[config.mk]
export PLATFORM = sky130hd
export DESIGN_NAME = shift_seq_unit
export DESIGN_NICKNAME = d
export VERILOG_FILES = /design/src/rtl/shift_pkg.sv /design/src/rtl/shift_step_unit.sv /design/src/rtl/shift_seq_unit.sv
export SDC_FILE = /design/constraint.sdc
export NUM_CORES = 1
export LEC_CHECK = 0
export BUFFER_PORTS_ARGS = -buffer_cell sky130_fd_sc_hd__buf_2
export CORE_MARGIN = 5
export CORE_UTILIZATION = 49
export DETAILED_ROUTE_END_ITERATION = 10
export PLACE_DENSITY = 0.76
export SYNTH_ARGS = -nofsm -noshare
export SYNTH_HDL_FRONTEND = slang
export SYNTH_SLANG_ARGS = --single-unit
[constraint.sdc]
create_clock -name Clk -period 1.6 [get_ports Clk]
set_input_delay 0.16 -clock Clk [delete_from_list [all_inputs] [get_ports Clk]]
set_output_delay 0.16 -clock Clk [all_outputs]
set_load 0.02 [all_outputs]
[src/rtl/shift_pkg.sv]
// Shared constants and state encoding for the iterative shifter (shift_seq_unit).
package shift_pkg;

    localparam int SHIFT_N      = 16;
    localparam int SHIFT_AMNT_W = 4;

    localparam logic DIR_LEFT  = 1'b0;
    localparam logic DIR_RIGHT = 1'b1;

    typedef enum logic [1:0] {
        ST_IDLE = 2'd0,
        ST_BUSY = 2'd1,
        ST_DONE = 2'd2
    } state_t;

endpackage

[src/rtl/shift_step_unit.sv]
// Combinational single-position step of the working register.
// The rotate path (and the rot port) exists only when SHIFT_ROTATE_EN is defined.
module shift_step_unit import shift_pkg::*; #(
    parameter int N = SHIFT_N
) (
    input  logic [N-1:0] din,
    input  logic         dir,
`ifdef SHIFT_ROTATE_EN
    input  logic         rot,
`endif
    output logic [N-1:0] dout
);

    logic fill_lsb;
    logic fill_msb;

    always_comb begin
        fill_lsb = 1'b0;
        fill_msb = 1'b0;
`ifdef SHIFT_ROTATE_EN
        // On rotate, the bit leaving one end re-enters at the other.
        if (rot) begin
            fill_lsb = din[N-1];
            fill_msb = din[0];
        end
`endif
        if (dir == DIR_RIGHT) begin
            dout = {fill_msb, din[N-1:1]};
        end else begin
            dout = {din[N-2:0], fill_lsb};
        end
    end

endmodule

[src/rtl/shift_seq_unit.sv]
// Multi-cycle iterative shifter with a start/done handshake; one bit position per clock.
// Rotate support is compiled in only when SHIFT_ROTATE_EN is defined.
module shift_seq_unit import shift_pkg::*; #(
    parameter int N      = SHIFT_N,
    parameter int AMNT_W = SHIFT_AMNT_W
) (
    input  logic              Clk,
    input  logic              Reset_n,
    input  logic              Start,
    input  logic              Shift_dir,
    input  logic              Shift_rot,
    input  logic [AMNT_W-1:0] Shift_amnt,
    input  logic [N-1:0]      Reg_read_data_1,
    output logic              Ready,
    output logic              Done,
    output logic [N-1:0]      Shift_out
);

    state_t            state_q, state_d;
    logic [AMNT_W-1:0] count_q, count_d;
    logic [N-1:0]      work_q, work_d;
    logic [N-1:0]      out_q, out_d;
    logic [N-1:0]      step_out;
    logic              dir_q, dir_d;
`ifdef SHIFT_ROTATE_EN
    logic              rot_q, rot_d;
`else
    logic              unused_rot;

    assign unused_rot = Shift_rot;
`endif

    shift_step_unit #(.N(N)) u_step (
        .din  (work_q),
        .dir  (dir_q),
`ifdef SHIFT_ROTATE_EN
        .rot  (rot_q),
`endif
        .dout (step_out)
    );

    always_comb begin
        state_d = state_q;
        count_d = count_q;
        work_d  = work_q;
        out_d   = out_q;
        dir_d   = dir_q;
`ifdef SHIFT_ROTATE_EN
        rot_d   = rot_q;
`endif
        case (state_q)
            ST_IDLE: begin
                if (Start) begin
                    work_d  = Reg_read_data_1;
                    count_d = Shift_amnt;
                    dir_d   = Shift_dir;
`ifdef SHIFT_ROTATE_EN
                    rot_d   = Shift_rot;
`endif
                    state_d = ST_BUSY;
                end
            end
            ST_BUSY: begin
                if (count_q != '0) begin
                    work_d  = step_out;
                    count_d = count_q - 1'b1;
                end else begin
                    // Result register changes only here, so it holds through IDLE/BUSY.
                    out_d   = work_q;
                    state_d = ST_DONE;
                end
            end
            ST_DONE: begin
                state_d = ST_IDLE;
            end
            default: begin
                state_d = ST_IDLE;
            end
        endcase
    end

    always_ff @(posedge Clk or negedge Reset_n) begin
        if (!Reset_n) begin
            state_q <= ST_IDLE;
            count_q <= '0;
            work_q  <= '0;
            out_q   <= '0;
            dir_q   <= DIR_LEFT;
`ifdef SHIFT_ROTATE_EN
            rot_q   <= 1'b0;
`endif
        end else begin
            state_q <= state_d;
            count_q <= count_d;
            work_q  <= work_d;
            out_q   <= out_d;
            dir_q   <= dir_d;
`ifdef SHIFT_ROTATE_EN
            rot_q   <= rot_d;
`endif
        end
    end

    assign Ready     = (state_q == ST_IDLE);
    assign Done      = (state_q == ST_DONE);
    assign Shift_out = out_q;

endmodule

Word-level counts from Yosys, hierarchy flattened

Index checks and enable logic that the tools add are counted.

Multiplexer cells: 10
Reduce and logical (&&, ||, !) cells: 7
Add/subtract/negate cells: 1
Bitwise gates (word level): 1
Equality and inequality tests: 5

Operators with widths:

| operator                                             | number |
|---|---|
| 2-to-1 mux 16 bit                                    | 3 |
| one-hot mux 16 bit (2 select lines)                  | 1 |
| 2-to-1 mux 4 bit                                     | 2 |
| one-hot mux 4 bit (2 select lines)                   | 1 |
| != test 2 bit (second input constant)                | 3 |
| AND reduction 2 bit                                  | 3 |
| 2-to-1 mux 2 bit                                     | 2 |
| one-hot mux 2 bit (2 select lines)                   | 1 |
| nonzero test 4 bit                                   | 1 |
| subtractor 4 x 1 -> 4 bit (second input constant)    | 1 |
| AND reduction 3 bit                                  | 1 |
| equality test 2 x 1 -> 1 bit (second input constant) | 1 |
| equality test 2 bit (second input constant)          | 1 |
| zero test 2 bit                                      | 1 |
| nonzero test 2 bit                                   | 1 |
| NOT 1 bit                                            | 1 |

Word-level logic and storage cells: 29
Input port bits: 25
Output and inout bits: 18
Register bits after elaboration: 39

Longest topological paths before layout

Depth in word-level cells: 3
Mapped depth: 6
Mapped depth without buffers: 5

Hierarchy

Synthesis repeated with hierarchy kept, for this count alone.

Cells, all modules: 139
Area, all modules: 2031.9 um2

Modules (own cells, without submodules):

| module          | instances | cells each | area an instance (um2) | sequential area each (um2) |
|---|---|---|---|---|
| shift_seq_unit  | 1         | 121        | 1796.7                 | 975.9 |
| shift_step_unit | 1         | 18         | 235.2                  | 0.0 |

Least setup slack after synthesis

No wires, ideal clock.

Kind: register to register
Start point: reg count_q[0]
End point: reg work_q[10]
Buffers on the path: 1
Arrival time: 1524 ps
Required time: 1475 ps
Setup slack: -49 ps
Period minus slack after synthesis: 1649 ps
Stages on the path, launching flop included: 7
Library setup time: 125 ps
Path through: dfrtp_1 inv_1 ha_1 and4bb_2 nor3_2 buf_4 mux2_2

Longest elaborated chain between the ends: 3

Ends and longest elaborated chain:

| item                          | RTL line             | source |
|---|---|---|
| from (decl)                   | shift_seq_unit.sv:20 | `logic [AMNT_W-1:0] count_q, count_d;` |
| from (signal assigned)        | shift_seq_unit.sv:94 | `count_q <= count_d;` |
| nonzero test 4 bit            | shift_seq_unit.sv:64 | `if (count_q != '0) begin` |
| != test 2 bit (no line)       | -                    |  |
| AND reduction 3 bit (no line) | -                    |  |
| to (signal assigned)          | shift_seq_unit.sv:95 | `work_q <= work_d;` |
| to (decl)                     | shift_seq_unit.sv:21 | `logic [N-1:0] work_q, work_d;` |

Every way passes these cells.
A chain may end at the register's enable or synchronous reset.

Worst setup path after layout

Start point: reg count_q[0]
End point: reg work_q[5]

The elaborated chain is that of the path after synthesis.

==> qor.csv <==
stage,metric,value,unit
status,status,"finished, violations left",
status,violations,negative setup slack,
placed_design,dp_hpwl,3.27,mm
route,drt_iter0_drc,57,
logic_synthesis,synth.distinct_cells,31,
clock_tree,cts_made_buffers,5,
pwr,p_leak,1.29,nW
hold_path,worstHoldPathType,input port to flip-flop,
floorplan,initial_core_util,0.511,
clock_tree,cts_root_buf,clkbuf_8,
floorplan,dieArea,5600,um^2
placed_design,gp_congestion,0.842,
global_route,grt_use_total,0.184,
sta,max_slew.worst_pin.slew,476,ps
finish,utilization,0.647,
route,drc,0,
sta,post-route-period-util,1.06,
finish,nFillCells,324,
sta,period_needed,1690,ps
floorplan,io_pins,43,
sta,maxSlewViolCount,0,
clock_tree,clock_latency,300,ps
logic_synthesis,yosys.area.top_type,dfrtp_1,
pwr,power.density,2180,nW/um^2
logic_synthesis,synth_ff_type,dfrtp_1,
placed_design,portBuffers,41,
logic_synthesis,synth_seq_cells,39,
finish,finish.net_count,231,
route,vias_per_cell,5.39,
sta,final-hold-violation-count,0,
sta,whs,128,ps
logic_synthesis,ys_top_cells_by_area,"dfrtp_1, mux2_2, mux2_4",
finish,diodes,0,
critical_path,worstPathMaxFanout,10,
sta,fin_ws,-89.5,ps
logic_synthesis,yosysWarnings,0,
route,wl_per_cell,17.8,um
placed_design,dp_cells,245,
clock_tree,cts_buffer_depth,2,
route,vias,1379,
floorplan,die_h,74.8,um
floorplan,placement_rows,23,
logic_synthesis,ys_seq_area_frac,0.474,
sta,skew,7.93,ps
sta,setup_viol,14,
logic_synthesis,netlist.area_leader.share,0.474,
logic_synthesis,syn_area,2060,um^2
sta,fmax,0.592,GHz
logic_synthesis,synth_nets,172,
global_route,grt_pass1_wl,7.57,mm
floorplan,die_w,74.8,um
critical_path,crit_type,flip-flop to flip-flop,
run,cap_violations,0,
critical_path,cp-start-kind,flip-flop,
logic_synthesis,synth_cells,146,
logic_synthesis,synth_edf_count,0,
pwr,vdd.ir_drop.worst,0.00116,V
logic_synthesis,synth-async-reset-ratio,1.00,
logic_synthesis,syn_area_per_cell,14.1,um^2
critical_path,cp.required,1780,ps
route,antenna_left,0,
clock_tree,clock_sinks,39,
clock_tree,htreeDepth,2,
placed_design,post-place-ws,-87.7,ps
clock_tree,cts_tree,built,
sta,rsz0062_at_grt,true,
global_route,antenna_found_initial,0,
clock_tree,clk_pin_slew_worst_paths,80,ps
route,wl,4.56,mm
finish,syn2layout_area_growth,26.6,%
route,drt_first_pass_iters,4,
floorplan,coreArea,4030,um^2
sta,relSlewSlack,0.682,
global_route,grt_max_degree,40,
global_route,globalRoute.totalOverflow,0,
critical_path,endpoint_kind,flip-flop,
logic_synthesis,netlist_top_cells_count,"dfrtp_1, mux2_2, mux2_4, a21oi_1, mux2i_1",
finish,final_cell_count_no_fill,256,
global_route,grt_pass1_vias,1576,
critical_path,crit_arrival,1870,ps
finish,drive_gt1_frac,0.655,
==> report_power, final <==
group,switching [mW],internal (mW)
sequential,0.372,1.48
clock,0.339,0.393
combinational,1.24,1.86
==> final timing paths <==
check / slack (ps) / startpoint / depth (start not counted) / endpoint
min in group asynchronous: 430 / Reset_n / 3 / Shift_out[15]
max in group asynchronous: 810 / Reset_n / 3 / state_q[0]
worst min register to register: 500 / Shift_out[10] / 1 / Shift_out[10]
worst min-delay path: 130 / Shift_dir / 2 / dir_q
worst max-delay path: -90 / count_q[0] / 6 / work_q[5]
worst max register to register: -90 / count_q[0] / 6 / work_q[5]
==> cell usage in the layout, fill, tap and decap left out, drive strengths merged, types with 3 or more instances in the layout <==
| cell type | count |
|---|---|
| mux2i | 5 |
| dfrtp | 39 |
| inv | 3 |
| a21oi | 5 |
| nor2 | 3 |
| buf | 60 |
| mux2 | 59 |
| clkbuf | 8 |
==> critical path, cell delays in order, from the launching register on <==
cell and delay, ps:
dfrtp_1 360, inv_2 60, ha_4 160, and4bb_2 260
nor3_4 190, buf_6 200, mux2_2 350
==> flip-flops by register name (all words and copies together) (netlist names) <==
name,cells
Shift_out,16
dir_q,1
work_q,16
count_q,4
state_q,2
==> final cells by class <==
class	count	area, um^2	share of cell area
multi-input cells	95	1060	0.407
flip-flops and latches	39	977	0.375
clock buffers	8	100	0.0384
repair buffers	61	394	0.151
inverters	3	11.3	0.00432
well taps	50	62.6	0.0240
==> kinds of logic after synthesis <==
family	synth area share
AO/OA/AOI/OAI	0.0419
adder cells (fa/ha/maj)	0.00608
buffers and inverters	0.0450
flip-flops	0.474
multiplexers	0.376
AND/OR/NAND/NOR	0.0565
==> routing by layer <==
layer | global-route usage | vias to the layer above | part of all wire
li1 | - | 652 | -
met1 | 0.194 | 677 | 0.39
met2 | 0.327 | 34 | 0.54
met3 | 0.0547 | 16 | 0.047
met4 | 0.103 | 0 | 0.031
met5 | 0 | - | 0
==> through the flow <==
stage | setup TNS (ps) | power, mW | cell area, um^2
finish | -841 | 5.68 | 2610
global route | -1570 | 6.04 | 2610
CTS | -429 | 5.65 | 2580
detailed placement | -1040 | 4.71 | 2400
global placement | -445 | 4.53 | 2400
floorplan | 0 | 3.94 | 2060
==> repair_timing <==
item / in CTS / in global routing
setup endpoints to repair: 29 / 32
pin swaps: 0 / 1
gates resized for setup: 11 / 9
hold endpoints to repair: 39 / 0
hold buffers: 1 / 0
buffers inserted: 3 / 1
Power figures use the tool's default switching activity.
